**src/rtl/dmem_io_bridge_if.sv**
```systemverilog
// Bus bundle between the processor data port, data RAM, event FIFO consumer and board I/O.
// slave: bridge side; master: environment side (CPU, RAM, consumer, board).
interface dmem_io_bridge_if;
    logic [31:0] cpu_addr;
    logic [31:0] cpu_wdata;
    logic        cpu_wren;
    logic [31:0] cpu_rdata;
    logic [11:0] ram_addr;
    logic [31:0] ram_wdata;
    logic        ram_wren;
    logic [31:0] ram_q;
    logic [31:0] evt_data;
    logic        evt_valid;
    logic        evt_ready;
    logic [15:0] leds;
    logic [15:0] switches;

    modport slave (
        input  cpu_addr, cpu_wdata, cpu_wren, ram_q, evt_ready, switches,
        output cpu_rdata, ram_addr, ram_wdata, ram_wren, evt_data, evt_valid, leds
    );

    modport master (
        output cpu_addr, cpu_wdata, cpu_wren, ram_q, evt_ready, switches,
        input  cpu_rdata, ram_addr, ram_wdata, ram_wren, evt_data, evt_valid, leds
    );
endinterface

```
**src/rtl/dmem_io_bridge.sv**
```systemverilog
// Data-memory bridge: RAM pass-through plus EVENT FIFO, LED, SWITCH, TIMER, STATUS registers.
// Ports: clock, reset (sync, active-high), bus (slave modport of dmem_io_bridge_if).
module dmem_io_bridge (
    input  logic            clock,
    input  logic            reset,
    dmem_io_bridge_if.slave bus
);
    logic is_ram, is_evt, is_led, is_sw, is_tmr, is_stat;

    logic [31:0] fifo_q [4];
    logic [1:0]  wr_ptr_q, wr_ptr_d;
    logic [1:0]  rd_ptr_q, rd_ptr_d;
    logic [2:0]  count_q, count_d;
    logic        ovf_q, ovf_d;
    logic [15:0] leds_q, leds_d;
    logic [15:0] sync1_q, sync2_q;
    logic [31:0] timer_q, timer_d;
    logic        sel_ram_q, sel_ram_d;
    logic [31:0] rd_val_q, rd_val_d;

    logic push_req, push, pop, drop, full, empty;

    always_comb begin
        is_ram  = (bus.cpu_addr[31:12] == 20'h0);
        is_evt  = (bus.cpu_addr == 32'h0000_1000);
        is_led  = (bus.cpu_addr == 32'h0000_1001);
        is_sw   = (bus.cpu_addr == 32'h0000_1002);
        is_tmr  = (bus.cpu_addr == 32'h0000_1003);
        is_stat = (bus.cpu_addr == 32'h0000_1004);
    end

    assign bus.ram_addr  = bus.cpu_addr[11:0];
    assign bus.ram_wdata = bus.cpu_wdata;
    assign bus.ram_wren  = bus.cpu_wren & is_ram;

    assign full          = (count_q == 3'd4);
    assign empty         = (count_q == 3'd0);
    assign bus.evt_valid = ~empty;
    assign bus.evt_data  = empty ? 32'h0 : fifo_q[rd_ptr_q];

    // A pop in the same cycle frees a slot, so a push into a full FIFO
    // only drops when nothing is being consumed.
    assign push_req = bus.cpu_wren & is_evt;
    assign pop      = ~empty & bus.evt_ready;
    assign push     = push_req & (~full | pop);
    assign drop     = push_req & full & ~pop;

    always_comb begin
        wr_ptr_d  = wr_ptr_q + {1'b0, push};
        rd_ptr_d  = rd_ptr_q + {1'b0, pop};
        count_d   = count_q + {2'b0, push} - {2'b0, pop};
        ovf_d     = ovf_q;
        leds_d    = leds_q;
        timer_d   = timer_q + 32'd1;
        sel_ram_d = is_ram;
        rd_val_d  = 32'h0;

        if (bus.cpu_wren && is_stat) ovf_d = 1'b0;
        if (drop)                    ovf_d = 1'b1;
        if (bus.cpu_wren && is_led)  leds_d = bus.cpu_wdata[15:0];
        if (bus.cpu_wren && is_tmr)  timer_d = bus.cpu_wdata;

        if (is_evt)  rd_val_d = {29'h0, count_q};
        if (is_led)  rd_val_d = {16'h0, leds_q};
        if (is_sw)   rd_val_d = {16'h0, sync2_q};
        if (is_tmr)  rd_val_d = timer_q;
        if (is_stat) rd_val_d = {29'h0, ovf_q, empty, full};
    end

    always_ff @(posedge clock) begin
        if (push && !reset) fifo_q[wr_ptr_q] <= bus.cpu_wdata;
    end

    always_ff @(posedge clock) begin
        if (reset) begin
            wr_ptr_q  <= 2'd0;
            rd_ptr_q  <= 2'd0;
            count_q   <= 3'd0;
            ovf_q     <= 1'b0;
            leds_q    <= 16'h0;
            sync1_q   <= 16'h0;
            sync2_q   <= 16'h0;
            timer_q   <= 32'h0;
            sel_ram_q <= 1'b0;
            rd_val_q  <= 32'h0;
        end else begin
            wr_ptr_q  <= wr_ptr_d;
            rd_ptr_q  <= rd_ptr_d;
            count_q   <= count_d;
            ovf_q     <= ovf_d;
            leds_q    <= leds_d;
            sync1_q   <= bus.switches;
            sync2_q   <= sync1_q;
            timer_q   <= timer_d;
            sel_ram_q <= sel_ram_d;
            rd_val_q  <= rd_val_d;
        end
    end

    assign bus.leds      = leds_q;
    assign bus.cpu_rdata = sel_ram_q ? bus.ram_q : rd_val_q;
endmodule

```
**src/flat_wrapper.sv**
```systemverilog
// flat-port wrapper written by rule: the top's interface ports become plain ports
module dmem_io_bridge_flat 
  (clock, reset, bus_cpu_addr, bus_cpu_wdata, bus_cpu_wren, bus_ram_q, bus_evt_ready, bus_switches, bus_cpu_rdata, bus_ram_addr, bus_ram_wdata, bus_ram_wren, bus_evt_data, bus_evt_valid, bus_leds);
  dmem_io_bridge_if bus_i ();
  input  logic clock;
  input  logic reset;
  input wire logic [$bits(bus_i.cpu_addr)-1:0] bus_cpu_addr;
  input wire logic [$bits(bus_i.cpu_wdata)-1:0] bus_cpu_wdata;
  input wire logic [$bits(bus_i.cpu_wren)-1:0] bus_cpu_wren;
  input wire logic [$bits(bus_i.ram_q)-1:0] bus_ram_q;
  input wire logic [$bits(bus_i.evt_ready)-1:0] bus_evt_ready;
  input wire logic [$bits(bus_i.switches)-1:0] bus_switches;
  output wire logic [$bits(bus_i.cpu_rdata)-1:0] bus_cpu_rdata;
  output wire logic [$bits(bus_i.ram_addr)-1:0] bus_ram_addr;
  output wire logic [$bits(bus_i.ram_wdata)-1:0] bus_ram_wdata;
  output wire logic [$bits(bus_i.ram_wren)-1:0] bus_ram_wren;
  output wire logic [$bits(bus_i.evt_data)-1:0] bus_evt_data;
  output wire logic [$bits(bus_i.evt_valid)-1:0] bus_evt_valid;
  output wire logic [$bits(bus_i.leds)-1:0] bus_leds;
  assign bus_i.cpu_addr = bus_cpu_addr;
  assign bus_i.cpu_wdata = bus_cpu_wdata;
  assign bus_i.cpu_wren = bus_cpu_wren;
  assign bus_i.ram_q = bus_ram_q;
  assign bus_i.evt_ready = bus_evt_ready;
  assign bus_i.switches = bus_switches;
  assign bus_cpu_rdata = bus_i.cpu_rdata;
  assign bus_ram_addr = bus_i.ram_addr;
  assign bus_ram_wdata = bus_i.ram_wdata;
  assign bus_ram_wren = bus_i.ram_wren;
  assign bus_evt_data = bus_i.evt_data;
  assign bus_evt_valid = bus_i.evt_valid;
  assign bus_leds = bus_i.leds;
  dmem_io_bridge u_core (.clock(clock), .reset(reset), .bus(bus_i));
endmodule
```
**config.mk**
```make
export PLATFORM = sky130hd
export DESIGN_NAME = dmem_io_bridge_flat
export DESIGN_NICKNAME = d
export VERILOG_FILES = /design/src/rtl/dmem_io_bridge_if.sv /design/src/rtl/dmem_io_bridge.sv /design/src/flat_wrapper.sv
export SDC_FILE = /design/constraint.sdc
export NUM_CORES = 1
export LEC_CHECK = 0
export ABC_AREA = 1
export BUFFER_PORTS_ARGS = -buffer_cell sky130_fd_sc_hd__buf_2
export CAP_MARGIN = 20
export CELL_PAD_IN_SITES_DETAIL_PLACEMENT = 0
export CELL_PAD_IN_SITES_GLOBAL_PLACEMENT = 2
export CORE_MARGIN = 1
export CORE_UTILIZATION = 30
export DETAILED_ROUTE_END_ITERATION = 10
export PLACE_DENSITY_LB_ADDON = 0.1
export RECOVER_POWER = 100
export SKIP_LAST_GASP = 1
export SLEW_MARGIN = 10
export SYNTH_ARGS = -nofsm -noshare
export SYNTH_HDL_FRONTEND = slang
export SYNTH_SLANG_ARGS = --single-unit
export TNS_END_PERCENT = 20
```
**constraint.sdc**
```tcl
create_clock -name clock -period 4.2 [get_ports clock]
set_clock_uncertainty 0.2 [all_clocks]
set_input_delay 0.42 -clock clock [delete_from_list [all_inputs] [get_ports clock]]
set_output_delay 0.42 -clock clock [all_outputs]
set_load 0.01 [all_outputs]
```
Word-level counts from Yosys, hierarchy flattened
Memory sizes are Yosys's and may differ from the RTL's. A register that Yosys moved wholly into a read port is not among the register bits.
Index checks and enable logic that the tools add are counted.
{ "totals": {"register_bits": 121, "ramBits": 128, "out_inout_bits": 126, "n_memories": 1} }
{ "op_classes": {"n_addsub": 5, "eq_ne": 6, "muxes": 13, "bitwise_logic": 10, "reduce_logical": 9} }
{ "mem_list": {"columns": ["memory", "words", "word_bits", "rd", "rd_ports_with_merged_regs", "write_ports", "line_no", "rtl"], "rows": [
  ["u_core.fifo_q", 4, 32, 1, 1, 1, "dmem_io_bridge.sv:10", "logic [31:0] fifo_q [4];"]
]} }
{ "op_table": {"columns": ["operator", "count"], "rows": [
  ["equality test 32 x 13 -> 1 bit (second input constant)", 5],
  ["2-to-1 mux 32 bit", 4],
  ["adder 32 x 1 -> 32 bit (second input constant)", 1],
  ["2-to-1 mux 16 bit", 2],
  ["zero test 20 bit", 1],
  ["AND 1 bit", 6],
  ["2-to-1 mux 3 bit", 2],
  ["adder 2 x 1 -> 2 bit", 2],
  ["logical AND 1 bit", 4],
  ["2-to-1 mux 1 bit", 4],
  ["adder 3 x 1 -> 3 bit", 1],
  ["equality test 3 bit (second input constant)", 1],
  ["zero test 3 bit", 1],
  ["NOT 1 bit", 3],
  ["subtractor 3 x 1 -> 3 bit", 1],
  ["2-to-1 mux 2 bit", 1],
  ["nonzero test 2 bit", 1],
  ["OR reduction 2 bit", 1],
  ["zero test 1 bit", 1],
  ["bitwise OR 1 bit", 1]
]} }

Depth between registers and ports, before layout
Gate-level depths: netlist (run 1).
{ "logic_depth": {"depth_word": 8, "ltp_mapped": 13} }

Worst setup path before layout (run 1)
OpenSTA, ideal clock, no wires.
{ "synth_timing": {"path_kind": "input -> register", "startpoint": "input bus_cpu_addr[19]", "endpoint": "memory u_core.fifo_q[0][0] (enable)", "setup_ns": 0.461, "arrival_ns": 3.552, "t_required_ns": 3.539, "slack_ns": -0.013, "stages": 8, "cell_sequence": "nor2_1 > nand4_1 > nor2_4 > buf_4 > nand3_1 > nor2_1 > nand2_1 > nor3_1"} }
{ "synth_via": {"elab_chain_cells": 6} }
{ "synth_lines": {"columns": ["element", "line_no", "rtl"], "rows": [
  ["from (decl)", "flat_wrapper.sv:7", "input wire logic [$bits(bus_i.cpu_addr)-1:0] bus_cpu_addr;"],
  ["equality test 32 x 13 -> 1 bit", "dmem_io_bridge.sv:25", "is_evt = (bus.cpu_addr == 32'h0000_1000);"],
  ["AND 1 bit", "dmem_io_bridge.sv:43", "assign push_req = bus.cpu_wren & is_evt;"],
  ["AND 1 bit", "dmem_io_bridge.sv:45", "assign push = push_req & (~full | pop);"],
  ["logical AND 1 bit", "dmem_io_bridge.sv:71", "if (push && !reset) fifo_q[wr_ptr_q] <= bus.cpu_wdata;"],
  ["2-to-1 mux 1 bit", "dmem_io_bridge.sv:71", null],
  ["2-to-1 mux 1 bit (not written as such)", "dmem_io_bridge.sv:71", null],
  ["to (decl)", "dmem_io_bridge.sv:10", null]
]} }
Every way passes these cells.

==> out/results.ini, run 1 <==
[outcome]
status=finished, violations left
failed_checks=design-rule violations, max-capacitance violations, max-slew violations

[yosys]
synthTopCellsByCount=nor2_1, edfxtp_1, o21ai_0
syn_area_um2=10880
synth_async_sr_flop_share_pct=0
synthMuxAreaShare_pct=3.312
yosys.area_share.xor_xnor_pct=1.690
synth_most_common_cell=nor2_1
synth_seq_area_share_pct=57.59
syn_area_per_cell_um2=9.372
synth_seq_cells=249
synth-simple-area-share_pct=17.94
synth_compound_area_share_pct=9.890
syn-num-nets=1283
synth_enable_flop_cells=128
netlist_instances=1161
yosysTopAreaCellShare_pct=35.33
yosysTopAreaCell=edfxtp_1
yosys_most_used_dff=edfxtp_1
yosys.cell_types.count=38
synth_area_leaders=edfxtp_1, dfxtp_1, nor2_1
synth_top_family_by_area=simple AND/OR/NAND/NOR gates
yosysWarnings=0
synth_fa_ha_area_share_pct=0.7590

[die]
ioPinCount=242
die_h_um=192.4
die-area_um2=37030
start_util_pct=30.52
die-width_um=192.4
fp-row-count=69
core_region_area_um2=35660

[clocking]
cts_sinks=249
tritoncts.num_buffers=29
htreeDepth=1
clk_latency_ns=0.54
cts_max_path_buffers=3
clk_pin_slew_ns=0.06
cts_root_buf=clkbuf_16
cts_tree=built

[pwr]
power_leakage_nw=4.863
max-vdd-ir-drop_mv=0.2911
powerDensity_nw_per_um2=489.5

[critical_path]
reg2reg_depth=7
cp_num_buf_inv=4
r2r_start=u_core.count_q[1]
crit_top_cell=clkbuf_1
startpoint_type=register
cp_top_family=buffers and inverters
worstSetupPathType=reg -> out
required_ns=3.58
path_max_fanout=34
crit_path_cell_trace=buf_4, inv_1, clkbuf_1, nor2_1, o21ai_0, a21oi_1, clkbuf_1
slowest_stage=clkbuf_1
cpPeakStageDelay_ns=0.47
worstPathArrival_ns=2.83
reg2reg_to=u_core.fifo_q[1][28]
r2r_slack_ns=1.53
crit_path_end_kind=output port

[route]
wl_um=32710
vias_per_cell=4.541
vias=8469
ant_nets=0
post_drt_wl_per_cell_um=17.54
drtPass1Iterations=8
first_iter_violations=360
remaining_drc_errors=20

[worst_hold_path]
hp-class=in -> reg
holdPathEnd=u_core.ovf_q
hold_depth=3
hold_start=bus_cpu_wren

[sta]
timing.slew.headroom_pct=-66.84
rsz0062_at_grt=false
fmaxAchievable_mhz=289.5
hold_violations=0
fin_crit_ns=3.454
worstMarginPinSlew_ns=2.503
setup_viol=0
drv_slew=78
fin_crit_sh_pct=82.24

[grt]
grt_usage_pct=17.57
grt_pass1_vias=8138
grt-ovfl-total=0
grt_max_degree=65
grt_pass1_wl_um=49040
antenna_found_initial=0

[place]
hpwlAfterDp_um=22290
io_buffers=241
place_congestion=0.7604
place_inst=1777

[flow_run]
cap_viol_max_count=2

[final_layout]
finalNonFillerCells=1865
nets=1506
synthToLayoutAreaGrowth_pct=21.70
antennaDiodeCount=0
fin_util_pct=37.14
drive_above_1_share_pct=14.03
num-fill-cells=3764

## stage by stage
step                power [mW]  TNS, ns  hold slack (ns)  area (um2)  worst slack, ns
finish                   6.482        0          0.08631       13240           0.7458
global route             6.830        0          0.07026       13240           0.4533
CTS                      6.666        0         0.001866       13510           0.8924
detailed placement       4.075        0           0.1916       12200            1.280
global placement         4.068        0           0.1895       12200            1.338
floorplan                3.481   -1.681           0.1883       10880         -0.01322
## layer usage
| layer | global-route usage, % | routed length [um] | vias to the layer above |
|---|---|---|---|
| met1 | 24.25 | 15550 | 3963 |
| met2 | 29.05 | 15140 | 179 |
| met3 | 1.964 | 1249 | 44 |
| met4 | 4.724 | 783 | 0 |
| met5 | 0 | 0 | - |
| li1 | - | - | 4283 |
## timing repair
item,CTS,global route
resized for setup,0,0
endpoints found under the setup margin,0,0
setup buffers,0,0
hold endpoints to repair,85,4
hold buffers,36,1
## worst max path at each step
stage	startpoint	to	cells after the start
3_3_place_gp	bus_cpu_addr[9]	u_core.fifo_q[0][19]	11
5_1_grt	u_core.rd_ptr_q[1]	bus_evt_data[15]	7
4_1_cts	u_core.rd_ptr_q[0]	bus_evt_data[24]	5
2_1_floorplan	bus_cpu_addr[19]	u_core.fifo_q[0][0]	8
3_5_place_dp	bus_cpu_addr[9]	u_core.fifo_q[0][21]	11
6_report	u_core.rd_ptr_q[1]	bus_evt_data[29]	7
## placed cells by master (no fill, tap or decap), types with 2 or more instances in the layout
cell type and count:
nor2_1 266, clkbuf_2 5, buf_4 5, a21oi_1 49
dfxtp_1 120, nor4_1 3, xnor2_1 11, nand3b_1 2
clkbuf_1 158, clkinv_2 5, clkbuf_16 29, nor2_4 4
nor2_2 4, clkbuf_8 2, inv_1 91, clkinv_1 7
inv_2 2, a211oi_1 5, xor2_1 10, mux2_2 31
nor3_1 23, a311oi_1 2, nand4_1 15, o21ai_0 126
nor3_2 4, dlygate4sd3_1 37, a31oi_1 21, nand2_1 87
bufinv_16 4, nand3_1 35, nand2_2 5, ha_1 5
buf_2 90, edfxtp_1 128
## cell type report
| class | instances | area (um2) | share of cell area (%) |
|---|---|---|---|
| Timing Repair Buffer | 291 | 1461 | 11.04 |
| Clock inverter | 15 | 177.7 | 1.342 |
| Clock buffer | 36 | 775.7 | 5.858 |
| Sequential cell | 249 | 6267 | 47.33 |
| Multi-Input combinational cell | 715 | 3612 | 27.28 |
| Tap cell | 461 | 576.8 | 4.356 |
| Inverter | 98 | 370.4 | 2.797 |
## state kept, by name, indices dropped and copies added, names as in the netlist
register	count
u_core.rd_ptr_q	2
u_core.wr_ptr_q	2
u_core.rd_val_q	32
u_core.fifo_q	128
u_core.sync1_q	16
u_core.sel_ram_q	1
u_core.sync2_q	16
u_core.bus.leds	16
u_core.ovf_q	1
u_core.timer_q	32
u_core.count_q	3
## where the power goes
| part | switching [mW] | internal, mW | leakage [nW] |
|---|---|---|---|
| Sequential | 0.0972 | 2.59 | 2.13 |
| Clock | 0.987 | 1.54 | 0.469 |
| Combinational | 0.857 | 0.404 | 2.26 |
## worst min-delay path, stage by stage
cell     delay (ns)
buf_2          0.12
nand4_1        0.15
a21oi_1        0.08
## cells by family (layout without fill, tap and decap cells)
group	count (synthesis)	after routing
AND/OR/NAND/NOR	451	451
adder cells (fa/ha/maj)	6	6
multiplexers	32	32
XOR/XNOR	21	21
AO/OA/AOI/OAI	205	205
buffers and inverters	197	440
flip-flops	249	249
No activity file was read; power rests on OpenSTA's default activity.
==> run 2: changes to the inputs <==
- clock period: 4.2 -> 3.6 ns (I/O delays scaled with it)
==> run 2 against run 1 <==
Sequential power rose by 14%. Die area did not move. The flow still finishes with violations (design-rule violations, max-capacitance violations, max-slew violations). Largest cell class unchanged. Critical path depth rose by 6. Via count rose by 0.41%. Global-route usage rose by 0.42 points.
==> out/results.ini, run 2 (synthesized netlist as in run 1, its figures left out) <==
[sta]
rsz0062_at_grt=false  ; unchanged
tns_ns=0  ; unchanged
fin_crit_ns=2.993
fmaxAchievable_mhz=334.2
timing.slew.headroom_pct=-62.63  ; was -66.84%
finalWorstSetupSlack_ns=0.6074  ; was 0.7458 ns
worstMarginPinSlew_ns=2.439  ; was 2.503 ns
setup_viol=0  ; unchanged
hold_violations=0  ; unchanged
fin_crit_sh_pct=83.13
drv_slew=50  ; was 78

[pwr]
max-vdd-ir-drop_mv=0.3058  ; was 0.2911 mV
power_frac_clock_pct=38.2  ; was 39.1%
intPower_mw=5.295  ; was 4.540 mW
pwr-share-seq_pct=40.4  ; was 41.5%
power_leakage_nw=4.953  ; was 4.863 nW
comb_power_share_pct=21.4  ; was 19.5%
swShare_pct=30.06  ; was 29.96%
p_sw_mw=2.276  ; was 1.942 mW
powerDensity_nw_per_um2=563.4  ; was 489.5 nW/um2

[critical_path]
slowest_stage=clkinvlp_2  ; was clkbuf_1
required_ns=3.81  ; was 3.58 ns
r2r_start=u_core.count_q[1]  ; unchanged
worstSetupPathType=in -> reg  ; was reg -> out
crit_top_cell=nand2_1  ; was clkbuf_1
crit_path_end_kind=register  ; was output port
worstPathArrival_ns=3.20  ; was 2.83 ns
cp_top_family=buffers and inverters  ; unchanged
path_max_fanout=15  ; was 34
cp_num_buf_inv=3  ; was 4
startpoint_type=primary input  ; was register
cpPeakStageDelay_ns=0.78  ; was 0.47 ns
crit_path_cell_trace=dlygate4sd3_1, buf_2, nor2_1, nand2_1, nor2_1, nand2_1, nor2_1, nand2_1, clkinvlp_2, nand2_1, nand2_1, o21ai_0, a21oi_1  ; was buf_4, inv_1, clkbuf_1, nor2_1, o21ai_0, a21oi_1, clkbuf_1
cp-startpoint=bus_cpu_addr[14]  ; was u_core.rd_ptr_q[1]

[clocking]
post-cts-setup-buffer-count=0  ; unchanged
tritoncts.num_buffers=28  ; was 29
clk_pin_slew_ns=0.06  ; about the same
cts_sinks=249  ; unchanged
cts_tree=built  ; unchanged
clk_latency_ns=0.55  ; was 0.54 ns
cts_max_path_buffers=3  ; unchanged
htreeDepth=1  ; unchanged
cts_root_buf=clkbuf_16  ; unchanged

[final_layout]
largest_register=u_core.fifo_q  ; unchanged
num-fill-cells=3772  ; was 3,764
mostFrequentLayoutCells=nor2_1, clkbuf_1, edfxtp_1  ; unchanged
final_common_cell=nor2_1  ; unchanged
largest_register_ff_count=128  ; unchanged
fin_util_pct=37.69  ; was 37.14%
antennaDiodeCount=0  ; unchanged
nets=1522  ; was 1,506
largestRegisters=u_core.fifo_q (128), u_core.rd_val_q (32), u_core.timer_q (32)  ; unchanged
seqCellArea_um2=6267  ; unchanged
synthToLayoutAreaGrowth_pct=23.52  ; was 21.70%
multi_input_area_um2=3626  ; was 3612 um2
drive_above_1_share_pct=13.36  ; was 14.03%

[place]
hpwlAfterDp_um=22200  ; was 22,290 um
place_congestion=0.7792  ; was 0.7604
io_buffers=241  ; unchanged
dpl_worst_slack_ns=0.7511  ; was 1.280 ns

[route]
post_drt_wl_per_cell_um=17.51  ; was 17.54 um
remaining_drc_errors=20  ; unchanged
first_iter_violations=375  ; was 360
drtPass1Iterations=8  ; unchanged
vias_per_cell=4.516  ; was 4.541
wl_um=32960  ; was 32,710 um
ant_nets=0  ; unchanged
vias=8504  ; was 8,469

[grt]
grt-ovfl-total=0  ; unchanged
grt_usage_pct=17.99  ; was 17.57%
grt_max_degree=66  ; was 65
antenna_found_initial=0  ; unchanged
grt_pass1_wl_um=50060  ; was 49,040 um
grt_pass1_vias=8351  ; was 8,138

[die]
die-area_um2=37030  ; unchanged
core_region_area_um2=35660  ; unchanged
ioPinCount=242  ; unchanged
start_util_pct=30.52  ; unchanged
die_h_um=192.4  ; unchanged
fp-row-count=69  ; unchanged
die-width_um=192.4  ; unchanged

[worst_hold_path]
hold_start=bus_evt_ready  ; was bus_cpu_wren
hp-class=in -> reg  ; unchanged

[flow_run]
cap_viol_max_count=1  ; was 2

[outcome]
failed_checks=design-rule violations, max-capacitance violations, max-slew violations  ; unchanged
status=finished, violations left  ; unchanged

-- run 2: cell count changes in the layout (fill, tap and decap cells not counted), sizes merged --
| cell | change |
|---|---|
| clkinvlp | -1 |
| buf | +3 |
| dlygate4sd3 | +15 |
| inv | -2 |
| clkinv | +3 |
-- run 2: area by class of cell --
cell class | count | area share [%]
sequential | 249 | 46.63
multi-input combinational | 715 | 26.98
timing repair buffer | 308 | 12.47
clock buffer | 37 | 5.623
tap | 461 | 4.292
inverter | 98 | 2.756
clock inverter | 15 | 1.248
-- run 2: power by group through the flow --
stage	Clock, mW	Sequential [mW]	Combinational (mW)
global placement	0	3.12	1.63
detailed placement	0	3.12	1.68
floorplan	0	3.11	0.953
global route	3.08	3.06	1.84
finish	2.89	3.06	1.62
CTS	2.97	3.06	1.73
-- run 2: what timing repair did --
action | 4_1_cts | 5_1_grt
hold buffers | 52 | 0
endpoints found under the hold margin | 150 | 0
resized for setup | 0 | 0
-- run 2: layer usage --
layer	part of all wire, %	GRT usage [%]	vias to the layer above	wire [um]
met3	3.9	2.164	41	1284
met5	0	0	-	0
met1	48	25.18	3958	15700
met2	47	29.41	181	15400
met4	1.8	4.422	0	584
li1	-	-	4324	-
-- run 2: final timing paths --
check,to,slack [ns],cells after the start
worst min register to register,u_core.sync2_q[13],0.20,2
worst max-delay path,u_core.rd_val_q[2],0.61,13
worst max register to register,u_core.fifo_q[0][0],1.31,7
worst min-delay path,u_core.ovf_q,0.12,6
-- run 2: worst register-to-register path, stage by stage (launching register included) --
cell and delay, ns:
dfxtp_1 0.47, nor3_1 0.13, nand2_1 0.07, inv_1 0.05, nor2_1 0.19, nand2_1 0.15
nor3_1 0.17, buf_4 0.47
-- run 2: through the flow --
stage               total power, mW  area, um2  instances  hold slack [ns]
floorplan                     4.062      10880       1161           0.1883
global placement              4.752      12200       1777           0.1913
detailed placement            4.805      12250       1779           0.1920
CTS                           7.758      13700       1883          0.08346
global route                  7.981      13440       1883           0.1050
finish                        7.571      13440       1883           0.1210
==> run 3: changes to the inputs <==
- ABC_AREA: 1 -> 0
- clock period: 3.6 -> 2.5 ns (I/O delays scaled with it)
==> run 3 against run 2 <==
The flow now finishes without violations. Synthesized area shrank 4.5%. Cell area shrank 1.3%. Clock power grew 42%. Global-route usage shrank 2.5 points. Flip-flop and latch count is the same. Combinational power grew 33%. Worst hold slack lost 0.062 ns. Non-clock buffer count grew 22. Sequential share of layout area grew 0.63 points. Synthesized cell count shrank 31%. Routed wire length shrank 17%. Highest routed layer unchanged.
==> out/results.ini, run 3 <==
[outcome]
status=completed  ; was finished, violations left

[yosys]
yosys.cell_types.count=44  ; was 38
synth_async_sr_flop_share_pct=0  ; unchanged
netlist_instances=802  ; was 1,161
synth_compound_area_share_pct=3.589  ; was 9.890%
syn_area_per_cell_um2=12.95  ; was 9.372 um2
yosys_most_used_dff=edfxtp_1  ; unchanged
synth_fa_ha_area_share_pct=0.7950  ; was 0.7590%
syn-num-nets=924  ; was 1,283
yosysWarnings=0  ; unchanged
synth-simple-area-share_pct=14.55  ; was 17.94%
synth_area_leaders=edfxtp_1, dfxtp_1, mux4_2  ; was edfxtp_1, dfxtp_1, nor2_1
yosysTopAreaCell=edfxtp_1  ; unchanged
synth_seq_area_share_pct=60.32  ; was 57.59%
synthTopCellsByCount=edfxtp_1, dfxtp_1, nor2_1  ; was nor2_1, edfxtp_1, o21ai_0
yosysTopAreaCellShare_pct=37.00  ; was 35.33%
syn_area_um2=10390  ; was 10,880 um2
synth_seq_cells=249  ; unchanged
yosys.area_share.xor_xnor_pct=2.867  ; was 1.690%
synthMuxAreaShare_pct=12.35  ; was 3.312%
synth_most_common_cell=edfxtp_1  ; was nor2_1
synth_top_family_by_area=simple AND/OR/NAND/NOR gates  ; unchanged
synth_enable_flop_cells=128  ; unchanged

[final_layout]
finalNonFillerCells=1539  ; was 1,883
seqCellArea_um2=6269  ; was 6267 um2
final_common_cell=clkbuf_1  ; was nor2_1
multi_input_area_um2=3572  ; was 3626 um2
antennaDiodeCount=0  ; unchanged
num-fill-cells=3334  ; was 3,772
mostFrequentLayoutCells=clkbuf_1, edfxtp_1, buf_2, dfxtp_1, nor2_1  ; was nor2_1, clkbuf_1, edfxtp_1
nets=1192  ; was 1,522
largest_register=u_core.fifo_q  ; unchanged
synthToLayoutAreaGrowth_pct=27.69  ; was 23.52%
largest_register_ff_count=128  ; unchanged
largestRegisters=u_core.fifo_q (128), u_core.rd_val_q (32), u_core.timer_q (32)  ; unchanged
fin_util_pct=39.26  ; was 37.69%
drive_above_1_share_pct=25.21  ; was 13.36%

[sta]
fin_crit_ns=2.429
finalWorstSetupSlack_ns=0.07132  ; was 0.6074 ns
fmaxAchievable_mhz=411.7
drv_slew=0  ; was 50
worstMarginPinSlew_ns=1.243  ; was 2.439 ns
fin_crit_sh_pct=97.15
rsz0062_at_grt=true  ; was false
hold_violations=0  ; unchanged
setup_viol=0  ; unchanged
holdWs_ns=0.05914  ; was 0.1210 ns
timing.slew.headroom_pct=17.17  ; was -62.63%

[pwr]
swShare_pct=25.63  ; was 30.06%
pwr-share-seq_pct=41.2  ; was 40.4%
powerDensity_nw_per_um2=803.7  ; was 563.4 nW/um2
comb_power_share_pct=20.2  ; was 21.4%
power_frac_clock_pct=38.6  ; was 38.2%
intPower_mw=7.928  ; was 5.295 mW
p_sw_mw=2.732  ; was 2.276 mW
max-vdd-ir-drop_mv=0.4576  ; was 0.3058 mV
power_leakage_nw=4.761  ; was 4.953 nW

[route]
remaining_drc_errors=0  ; was 20
vias_per_cell=4.493  ; was 4.516
drtPass1Iterations=4  ; was 8
wl_um=27400  ; was 32,960 um
first_iter_violations=286  ; was 375
post_drt_wl_per_cell_um=17.81  ; was 17.51 um
vias=6914  ; was 8,504
ant_nets=0  ; unchanged

[place]
io_buffers=241  ; unchanged
dpl_worst_slack_ns=-0.1397  ; was 0.7511 ns
place_congestion=0.7254  ; was 0.7792
place_inst=1434  ; was 1,779
hpwlAfterDp_um=18130  ; was 22,200 um

[die]
core_region_area_um2=33780  ; was 35,660 um2
die-width_um=188.1  ; was 192.4 um
fp-row-count=67  ; was 69
die_h_um=188.1  ; was 192.4 um
start_util_pct=30.75  ; was 30.52%
ioPinCount=242  ; unchanged
die-area_um2=35370  ; was 37,030 um2

[clocking]
post-cts-setup-buffer-count=0  ; unchanged
tritoncts.num_buffers=28  ; unchanged
cts_root_buf=clkbuf_16  ; unchanged
clk_pin_slew_ns=0.06  ; about the same
clk_latency_ns=0.53  ; was 0.55 ns
htreeDepth=1  ; unchanged
cts_tree=built  ; unchanged
cts_max_path_buffers=3  ; unchanged
cts_sinks=249  ; unchanged

[critical_path]
crit_path_end_kind=output port  ; was register
r2r_start=u_core.count_q[2]  ; was u_core.count_q[1]
cpPeakStageDelay_ns=0.53  ; was 0.78 ns
startpoint_type=register  ; was primary input
cp-startpoint=u_core.rd_ptr_q[0]  ; was bus_cpu_addr[14]
crit_path_cell_trace=buf_12, mux4_2, and2_1, buf_2  ; was dlygate4sd3_1, buf_2, nor2_1, nand2_1, nor2_1, nand2_1, nor2_1, nand2_1, clkinvlp_2, nand2_1, nand2_1, o21ai_0, a21oi_1
worstPathArrival_ns=1.98  ; was 3.20 ns
worstSetupPathType=reg -> out  ; was in -> reg
path_max_fanout=17  ; was 15
slowest_stage=mux4_2  ; was clkinvlp_2
required_ns=2.05  ; was 3.81 ns

[grt]
grt_usage_pct=15.49  ; was 17.99%
grt_pass1_vias=7168  ; was 8,351
grt_pass1_wl_um=42420  ; was 50,060 um
grt-ovfl-total=0  ; unchanged
grt_max_degree=85  ; was 66
antenna_found_initial=0  ; unchanged

[flow_run]
cap_viol_max_count=0  ; was 1

[worst_hold_path]
hp-class=in -> reg  ; unchanged
hold_start=bus_cpu_addr[0]  ; was bus_evt_ready

==> run 3: power by group through the flow <==
| stage | combinational (mW) | sequential [mW] | clock (mW) |
|---|---|---|---|
| after floorplan | 1.30 | 4.47 | 0 |
| after global placement | 2.10 | 4.47 | 0 |
| after detailed placement | 2.11 | 4.47 | 0 |
| after CTS | 2.18 | 4.39 | 4.24 |
| after global routing | 2.38 | 4.40 | 4.42 |
| final | 2.15 | 4.40 | 4.11 |
==> run 3: critical path: cells and delay by family (launching register included) <==
kind / cells / cell delay (ns)
flops: 1 / 0.40
mux: 1 / 0.53
buf+inv: 2 / 0.34
simple gates: 1 / 0.18
==> run 3: cell families (layout without fill, tap and decap cells) <==
logic type	Yosys count	after routing
xor+xnor	34	34
fa+ha+maj	6	6
buf+inv	100	389
mux	84	84
compound gates	55	55
flops	249	249
simple gates	274	274
==> run 3: final cells by class <==
cell class                      instances  share of cell area [%]
Clock buffer                           41                   6.273
Inverter                                8                  0.2264
Timing Repair Buffer                  330                   14.32
Clock inverter                         10                  0.7641
Multi-Input combinational cell        453                   26.93
Tap cell                              448                   4.226
Sequential cell                       249                   47.26
==> run 3: final timing paths <==
kind / cells past startpoint / end / slack (ns)
setup / recovery: 4 / bus_evt_data[16] / 0.07
hold / removal: 5 / u_core.rd_val_q[1] / 0.06
setup reg to reg: 10 / u_core.count_q[2] / 0.13
hold reg to reg: 1 / u_core.sync2_q[1] / 0.23
==> run 3: metal layers <==
metal  track usage [%]  vias up  wire (um)
met4             2.908        0        367
li1                  -     3393          -
met2             24.43      200      11940
met1             22.27     3292      13630
met5                 0        -          0
met3             2.751       29       1465
==> run 3: timing repair <==
action | 4_1_cts | 5_1_grt
gates resized for setup | 0 | 2
endpoints found under the setup margin | 11 | 33
hold buffers | 53 | 0
cloned | 0 | 1
hold endpoints to repair | 198 | 0
==> run 3: through the flow <==
step / TNS, ns / total power, mW / cell area (um2)
5_1_grt: -0.03667 / 11.20 / 13260
6_report: 0 / 10.66 / 13260
4_1_cts: -0.1169 / 10.80 / 13540
3_3_place_gp: -4.154 / 6.573 / 12080
2_1_floorplan: -51.48 / 5.777 / 10470
3_5_place_dp: -9.240 / 6.587 / 12080
